===== config.mk =====
export PLATFORM = sky130hd
export DESIGN_NAME = slab_interval_reduce
export DESIGN_NICKNAME = d
export VERILOG_FILES = /design/src/rtl/slab_interval_reduce.sv
export SDC_FILE = /design/constraint.sdc
export NUM_CORES = 1
export LEC_CHECK = 0
export BUFFER_PORTS_ARGS = -buffer_cell sky130_fd_sc_hd__buf_2
export CAP_MARGIN = 15
export CORE_UTILIZATION = 35
export CTS_CLUSTER_DIAMETER = 50
export DETAILED_ROUTE_END_ITERATION = 10
export HOLD_SLACK_MARGIN = 0.02
export PLACE_DENSITY = 0.51
export SYNTH_ARGS = -nofsm -noshare
export SYNTH_HDL_FRONTEND = slang
export SYNTH_SLANG_ARGS = --single-unit
export TNS_END_PERCENT = 5

===== constraint.sdc =====
create_clock -name clk -period 11.2 [get_ports clk]
set_input_delay 2.24 -clock clk [delete_from_list [all_inputs] [get_ports clk]]
set_output_delay 2.24 -clock clk [all_outputs]
set_load 0.02 [all_outputs]

===== src/rtl/slab_interval_reduce.sv =====
// Ray-AABB slab reduction: max of per-axis entry and min of per-axis exit over NAXES axes, then hit/miss.
// Optional build macro SLAB_CLIP_ORIGIN_EN clamps the first entry to +0 so hits behind the origin are clipped.
module slab_interval_reduce #(
  parameter int WE    = 11,
  parameter int WF    = 20,
  parameter int NAXES = 3,
  localparam int W    = WE + WF + 3
) (
  input  logic         clk,
  input  logic         rst,
  input  logic         in_valid,
  output logic         in_ready,
  input  logic [W-1:0] t_near,
  input  logic [W-1:0] t_far,
  output logic         out_valid,
  input  logic         out_ready,
  output logic         hit,
  output logic [W-1:0] t_entry,
  output logic [W-1:0] t_exit,
  output logic         nan_seen
);

  localparam int CW = $clog2(NAXES + 1);
  localparam logic [W-1:0] POS_ZERO = '0;

  typedef enum logic [1:0] {IDLE, ACCUM, HOLD} state_t;

  state_t        state;
  logic [CW-1:0] axis_cnt;

  function automatic logic is_nan(input logic [W-1:0] v);
    return v[W-1:W-2] == 2'b11;
  endfunction

  function automatic logic is_neg(input logic [W-1:0] v);
    return v[W-3] && (v[W-1:W-2] != 2'b00);
  endfunction

  // Signed total-order key: class {zero, normal, inf} above {exp, frac}, negated by the sign bit,
  // so -0 and +0 both map to key 0.
  function automatic logic signed [W-1:0] key_of(input logic [W-1:0] v);
    logic [W-2:0]          mag;
    logic signed [W-1:0]   pos;
    case (v[W-1:W-2])
      2'b00:   mag = '0;
      2'b01:   mag = {2'b01, v[WE+WF-1:0]};
      default: mag = {2'b10, {(WE+WF){1'b0}}};
    endcase
    pos = $signed({1'b0, mag});
    return v[W-3] ? -pos : pos;
  endfunction

  function automatic logic lt(input logic [W-1:0] a, input logic [W-1:0] b);
    return key_of(a) < key_of(b);
  endfunction

  logic         first;
  logic         accept;
  logic         last;
  logic [W-1:0] near_eff;
  logic [W-1:0] entry_nxt;
  logic [W-1:0] exit_nxt;
  logic         nan_nxt;
  logic         hit_nxt;

  always_comb begin
    first    = (state == IDLE);
    accept   = in_valid & in_ready;
    near_eff = t_near;
`ifdef SLAB_CLIP_ORIGIN_EN
    if (first && !lt(POS_ZERO, t_near)) near_eff = POS_ZERO;
`endif
    // Ties keep the stored operand; NaN operands never replace a stored bound.
    entry_nxt = t_entry;
    if (!is_nan(t_near) && (first || lt(t_entry, near_eff))) entry_nxt = near_eff;
    exit_nxt = t_exit;
    if (!is_nan(t_far) && (first || lt(t_far, t_exit))) exit_nxt = t_far;
    nan_nxt = (nan_seen & ~first) | is_nan(t_near) | is_nan(t_far);
    last    = first ? (NAXES == 1) : (axis_cnt == CW'(NAXES - 1));
    hit_nxt = lt(entry_nxt, exit_nxt) & ~is_neg(exit_nxt) & ~nan_nxt;
  end

  // Accumulate stage: entry/exit registers double as the held result outputs.
  always_ff @(posedge clk or posedge rst) begin
    if (rst) begin
      state     <= IDLE;
      axis_cnt  <= '0;
      in_ready  <= 1'b1;
      out_valid <= 1'b0;
      hit       <= 1'b0;
      nan_seen  <= 1'b0;
      t_entry   <= '0;
      t_exit    <= '0;
    end else begin
      case (state)
        IDLE, ACCUM: begin
          if (accept) begin
            t_entry  <= entry_nxt;
            t_exit   <= exit_nxt;
            nan_seen <= nan_nxt;
            axis_cnt <= first ? CW'(1) : axis_cnt + CW'(1);
            if (last) begin
              state     <= HOLD;
              in_ready  <= 1'b0;
              out_valid <= 1'b1;
              hit       <= hit_nxt;
            end else begin
              state <= ACCUM;
            end
          end
        end
        HOLD: begin
          if (out_ready) begin
            state     <= IDLE;
            axis_cnt  <= '0;
            in_ready  <= 1'b1;
            out_valid <= 1'b0;
            hit       <= 1'b0;
          end
        end
        default: begin
          state     <= IDLE;
          axis_cnt  <= '0;
          in_ready  <= 1'b1;
          out_valid <= 1'b0;
          hit       <= 1'b0;
        end
      endcase
    end
  end

endmodule


==> out/metrics.cfg, run 1 <==
[outcome]
status = finished clean

[worst_setup_path]
critPathKind = in2reg
critical-path-slowest-cell = mux2i_1
cp_max_fo = 27
max_stage_delay_ns = 0.51
cp.arrival_ns = 10.70
r2r_slack_ns = 2.03
cp_common_cell = nand2_1
crit_start = t_near[3]
required_ns = 11.48
crit_end = hit$_DFFE_PP0P_
endpoint_kind = flop
reg2reg_to = hit$_DFFE_PP0P_
r2r_cells = 31
start_kind = primary input
r2r_start = t_entry[2]$_DFFE_PP0P_

[final_layout]
utilization_pct = 39.7
synthToLayoutAreaGrowth_pct = 11.5
multi_input_area_sq_mm = 0.00993
finish.net_count = 1975
drive_above_1_share_pct = 15.6
nFillCells = 3720
seq_area_sq_mm = 0.00190
antenna_cells = 0
stdcell_count = 2257

[synthesis]
muxShareOfSynthArea_pct = 10.6
synth_largest_area_cell = dfrtp_1
synth_xor_area_share_pct = 7.22
syn-mean-instance-area_sq_um = 7.12
ys_seq_area_share_pct = 15.4
yosys-top-cells-count = nand2_1, nor2_1, a21oi_1
synthArstFlopShare_pct = 100
synth_edf_count = 0
synth_area_sq_mm = 0.0124
synthTopCellsByArea = dfrtp_1, ha_1, nand2_1, mux2_2, nor2_1
ys_ff_latch = 76
synth_fa_ha_area_share_pct = 10.7
synth_top_family_by_area = simple AND/OR/NAND/NOR gates
yosysWarningCount = 0
synth_ff_type = dfrtp_1
synth_cells = 1738
syn_nets = 1916
netlist-cell-type-count = 88
synth_top_area_share_pct = 15.2
yosys.area_share.simple_pct = 28.3
synth_most_common_cell = nand2_1
synth_compound_area_share_pct = 23.0

[placed_design]
place_congestion = 0.943
place_inst = 2241
post-dp-hpwl_um = 36200
io_buffer_count = 143

[floorplanning]
initial_utilization_pct = 35.7
core_sq_mm = 0.0347
die_w_um = 190
die_area_sq_mm = 0.0361
die_h_um = 190
rows = 68
pin_count = 144

[cts]
root_buffer = clkbuf_16
cts_tree = done
clk_pin_slew_ns = 0.07
cts.htree.levels = 3
clock_latency_ns = 0.38
clock_sinks = 76
clock_path_buffers = 2
postCtsSetupBuffers = 0
numCtsBuffers = 9

[power]
power_density_mw_per_mm2 = 339
ir_worst_vdd_mv = 0.154
power_mw = 4.68
p_leak_nw = 5.86

[sta]
max_freq_ghz = 0.0960
tightest_slew_ns = 1.04
post-route-min-period_ns = 10.42
min_period_over_period_pct = 93.0
worst_hold_slack_ns = 0.498
setup_viol = 0
hold_violations = 0
fin_tns_setup_ns = 0
skew_ns = 0.0123
finalMaxSlewViolations = 0
max_slew_margin_pct = 30.1
rsz0062_at_grt = false

[grt]
grt_start_max_net_pins = 49
grt_pass1_vias = 12800
grt_use_total_pct = 26.3
overflow = 0
grt_pass1_wl_um = 74200
grt_antenna_before_repair = 0

[drt]
drt_first_pass_iters = 5
drtAntennaViolNets = 0
routed_wl_um = 47200
drc = 0
drt_iter0_drc = 1120
post_drt_wl_per_cell_um = 20.9
drt-vias-per-instance = 5.99
vias = 13500

[min_path]
hold_path.class = reg2reg
holdCritStartpoint = out_valid$_DFFE_PP0P_

[run]
cap_violations = 0

-- worst max-delay path, delay by kind of cell --
kind | cells | cell delay [ns]
compound gates | 12 | 2.82
mux | 1 | 0.51
buf+inv | 2 | 0.57
fa+ha+maj | 2 | 0.60
simple gates | 14 | 3.76
xor+xnor | 1 | 0.15
-- per-layer routing --
metal / up-vias / global-route usage (%) / wire, um
li1: 6463 / - / -
met1: 6515 / 38.1 / 22800
met2: 481 / 40.6 / 20700
met3: 54 / 3.12 / 2870
met4: 0 / 7.41 / 904
met5: - / 0 / 0
-- through the flow --
stage | setup WS, ns | area, sq um
global placement | 0.926 | 13400
detailed placement | 0.472 | 13400
CTS | 0.898 | 13800
finish | 0.782 | 13800
global route | 0.100 | 13800
floorplan | 1.43 | 12400
-- worst min path at each step --
stage | to | depth (start not counted)
2_1_floorplan | axis_cnt[1]$_DFFE_PP0P_ | 1
4_1_cts | out_valid$_DFFE_PP0P_ | 1
6_report | out_valid$_DFFE_PP0P_ | 1
3_3_place_gp | out_valid$_DFFE_PP0P_ | 1
5_1_grt | out_valid$_DFFE_PP0P_ | 1
3_5_place_dp | out_valid$_DFFE_PP0P_ | 1
-- repair_timing --
action | CTS | global route
gates resized for setup | 0 | 3
setup endpoints to repair | 0 | 1
hold buffers | 0 | 0
-- cell usage in the layout, fill, tap and decap left out, drive strengths merged, types with 7 or more instances in the layout --
cell type	synthesis	routed
nand3	35	35
nand2b	29	29
o2111ai	8	8
o22ai	9	9
o21ai	107	107
mux2	64	64
nor2b	15	15
ha	106	106
a211oi	14	14
buf	37	173
xor2	43	43
and2	8	8
o211ai	14	14
nand2	287	287
a31oi	21	21
nor3	63	63
o31ai	25	25
or3	26	26
or2	15	15
nor4	27	27
nand4	38	38
o31a	7	7
mux2i	59	59
clkbuf	88	12
a22oi	7	7
and3	12	12
inv	20	19
a21oi	120	120
dfrtp	75	75
a21o	28	28
xnor2	59	59
nor2	164	164
o21a	17	17
-- state kept, by name, summed over array words and instances, names as in the netlist --
name and flops:
axis_cnt 2, nan_seen 1, state 2, t_entry 34, out_valid 1, t_exit 34
hit 1, in_ready 1
-- cell families after synthesis --
family | after synthesis
simple gates | 744
compound gates | 442
buf+inv | 145
mux | 123
fa+ha+maj | 106
xor+xnor | 102
flops | 76
-- power by group --
group / switching [mW] / internal (mW) / leakage, nW
combinational: 2.16 / 1.40 / 4.76
clock: 0.139 / 0.253 / 0.183
sequential: 0.320 / 0.405 / 0.925
-- area by class of cell --
class | instances | share of cell area (%)
repair buffers | 173 | 6.82
well taps | 455 | 4.13
clock inverters | 4 | 0.871
clock buffers | 12 | 1.86
multi-input cells | 1517 | 72.0
inverters | 20 | 0.553
flip-flops and latches | 76 | 13.8
Note: power is estimated with default switching activity, not from simulation.
==> run 2: changes to the inputs <==
--- a/config.mk
+++ b/config.mk
@@ -5,13 +5,15 @@
 export SDC_FILE = /design/constraint.sdc
 export NUM_CORES = 1
 export LEC_CHECK = 0
-export BUFFER_PORTS_ARGS = -buffer_cell sky130_fd_sc_hd__buf_2
+export BUFFER_PORTS_ARGS = -buffer_cell sky130_fd_sc_hd__clkbuf_2
 export CAP_MARGIN = 15
+export CELL_PAD_IN_SITES_DETAIL_PLACEMENT = 1
+export CELL_PAD_IN_SITES_GLOBAL_PLACEMENT = 2
 export CORE_UTILIZATION = 35
 export CTS_CLUSTER_DIAMETER = 50
 export DETAILED_ROUTE_END_ITERATION = 10
 export HOLD_SLACK_MARGIN = 0.02
-export PLACE_DENSITY = 0.51
+export PLACE_DENSITY = 0.83
 export SYNTH_ARGS = -nofsm -noshare
 export SYNTH_HDL_FRONTEND = slang
 export SYNTH_SLANG_ARGS = --single-unit
==> out/metrics.cfg, run 2 (same netlist as run 1, synthesis figures left out) <==
[placed_design]
place_congestion = 0.955  ; was 0.943
preCtsSetupSlack_ns = -0.0241  ; was 0.472 ns
post-dp-hpwl_um = 42100  ; was 36200 um
place_inst = 2241  ; unchanged
io_buffer_count = 143  ; unchanged

[outcome]
status = finished clean  ; unchanged

[run]
cap_violations = 0  ; unchanged

[grt]
grt_antenna_before_repair = 0  ; unchanged
grt_use_total_pct = 30.1  ; was 26.3%
overflow = 0  ; unchanged
grt_start_max_net_pins = 52  ; was 49
grt_pass1_wl_um = 84000  ; was 74200 um
grt_pass1_vias = 13900  ; was 12800

[worst_setup_path]
endpoint_kind = flop  ; unchanged
required_ns = 11.47  ; was 11.48 ns
critical-path-slowest-cell = nor4_2  ; was mux2i_1
cp_max_fo = 29  ; was 27
cp_common_cell = nand2_1  ; unchanged
start_kind = primary input  ; unchanged
max_stage_delay_ns = 0.57  ; was 0.51 ns
critPathKind = in2reg  ; unchanged
cp.arrival_ns = 11.03  ; was 10.70 ns

[sta]
finalMaxSlewViolations = 0  ; unchanged
setup_viol = 0  ; unchanged
hold_violations = 0  ; unchanged
fin_tns_setup_ns = 0  ; unchanged
tightest_slew_ns = 1.06  ; was 1.04 ns
min_period_over_period_pct = 96.0  ; was 93.0%
skew_ns = 0.0168  ; was 0.0123 ns
setup_ws_ns = 0.442  ; was 0.782 ns
rsz0062_at_grt = false  ; unchanged
max_freq_ghz = 0.0930  ; was 0.0960 GHz
post-route-min-period_ns = 10.76  ; was 10.42 ns
max_slew_margin_pct = 29.3  ; was 30.1%

[drt]
drtAntennaViolNets = 0  ; unchanged
vias = 14000  ; was 13500
drc = 0  ; unchanged
routed_wl_um = 54300  ; was 47200 um
drt_first_pass_iters = 5  ; unchanged
post_drt_wl_per_cell_um = 24.0  ; was 20.9 um
drt_iter0_drc = 1051  ; was 1120
drt-vias-per-instance = 6.21  ; was 5.99

[final_layout]
seq_area_sq_mm = 0.00190  ; unchanged
synthToLayoutAreaGrowth_pct = 10.9  ; was 11.5%
nFillCells = 4394  ; was 3720
drive_above_1_share_pct = 15.6  ; unchanged
antenna_cells = 0  ; unchanged
utilization_pct = 39.6  ; was 39.7%
multi_input_area_sq_mm = 0.00992  ; was 0.00993 sq mm
mostFrequentLayoutCell = nand2_1  ; unchanged
layout_common_cells = nand2_1, nor2_1, clkbuf_2  ; was nand2_1, nor2_1, buf_2
largest_registers = t_entry: 34 flops, t_exit: 34 flops  ; unchanged
stdcell_count = 2257  ; unchanged
finish.net_count = 1975  ; unchanged

[floorplanning]
rows = 68  ; unchanged
pin_count = 144  ; unchanged
die_area_sq_mm = 0.0361  ; unchanged
die_h_um = 190  ; unchanged
initial_utilization_pct = 35.7  ; unchanged
core_sq_mm = 0.0347  ; unchanged
die_w_um = 190  ; unchanged

[cts]
root_buffer = clkbuf_16  ; unchanged
cts_tree = done  ; unchanged
ctsHoldBuffers = 0  ; unchanged
cts.htree.levels = 3  ; unchanged
postCtsSetupBuffers = 0  ; unchanged
clock_sinks = 76  ; unchanged
numCtsBuffers = 9  ; unchanged
clock_latency_ns = 0.39  ; was 0.38 ns
clk_pin_slew_ns = 0.06  ; was 0.07 ns
clock_path_buffers = 2  ; unchanged

[power]
power_mw = 4.80  ; was 4.68 mW
p_leak_nw = 5.85  ; was 5.86 nW
ir_worst_vdd_mv = 0.142  ; was 0.154 mV
power_density_mw_per_mm2 = 349  ; was 339 mW/mm^2

[min_path]
hold_path.class = reg2reg  ; unchanged

## run 2: cell type report
| cell class | instances | area share, % |
|---|---|---|
| multi-input combinational | 1517 | 72.3 |
| sequential | 76 | 13.9 |
| timing repair buffer | 173 | 6.85 |
| tap | 455 | 4.15 |
| clock buffer | 11 | 1.77 |
| inverter | 20 | 0.556 |
| clock inverter | 5 | 0.547 |
## run 2: final timing paths
| check | to | cells past startpoint | slack (ns) | start |
|---|---|---|---|---|
| setup reg to reg | hit$_DFFE_PP0P_ | 32 | 1.61 | t_entry[2]$_DFFE_PP0P_ |
| hold reg to reg | out_valid$_DFFE_PP0P_ | 1 | 0.51 | out_valid$_DFFE_PP0P_ |
| min in group asynchronous | t_exit[1]$_DFFE_PP0P_ | 2 | 1.88 | rst |
| hold / removal | out_valid$_DFFE_PP0P_ | 1 | 0.51 | out_valid$_DFFE_PP0P_ |
| max in group asynchronous | t_exit[22]$_DFFE_PP0P_ | 3 | 8.13 | rst |
| setup / recovery | hit$_DFFE_PP0P_ | 33 | 0.44 | t_near[3] |
## run 2: stage by stage
step | instance area, sq um | hold WS (ns)
after floorplan | 12400 | 0.470
after CTS | 13700 | 0.516
final | 13700 | 0.514
after global placement | 13400 | 0.480
after detailed placement | 13400 | 0.493
after global routing | 13700 | 0.537
## run 2: repair_timing
| item | CTS | global route |
|---|---|---|
| endpoints found under the setup margin | 0 | 1 |
| endpoints found under the hold margin | 0 | 0 |
| gates resized for setup | 0 | 3 |
## run 2: critical path, delay by kind of cell
| family | cells | cell delay [ns] |
|---|---|---|
| mux | 1 | 0.48 |
| fa+ha+maj | 2 | 0.62 |
| simple gates | 16 | 4.22 |
| buf+inv | 2 | 0.49 |
| compound gates | 11 | 2.78 |
| xor+xnor | 1 | 0.17 |
## run 2: report_power, final
group	internal [mW]	leakage [nW]	switching (mW)
Combinational	1.39	4.77	2.31
Clock	0.200	0.159	0.137
Sequential	0.405	0.925	0.349
## run 2: metal layers
metal / track usage (%) / up-vias / share of wire [%]
met2: 48.0 / 463 / 45
met4: 7.79 / 0 / 1.6
met5: 0 / - / 0
li1: - / 6459 / -
met1: 42.9 / 7051 / 47
met3: 3.15 / 53 / 5.7
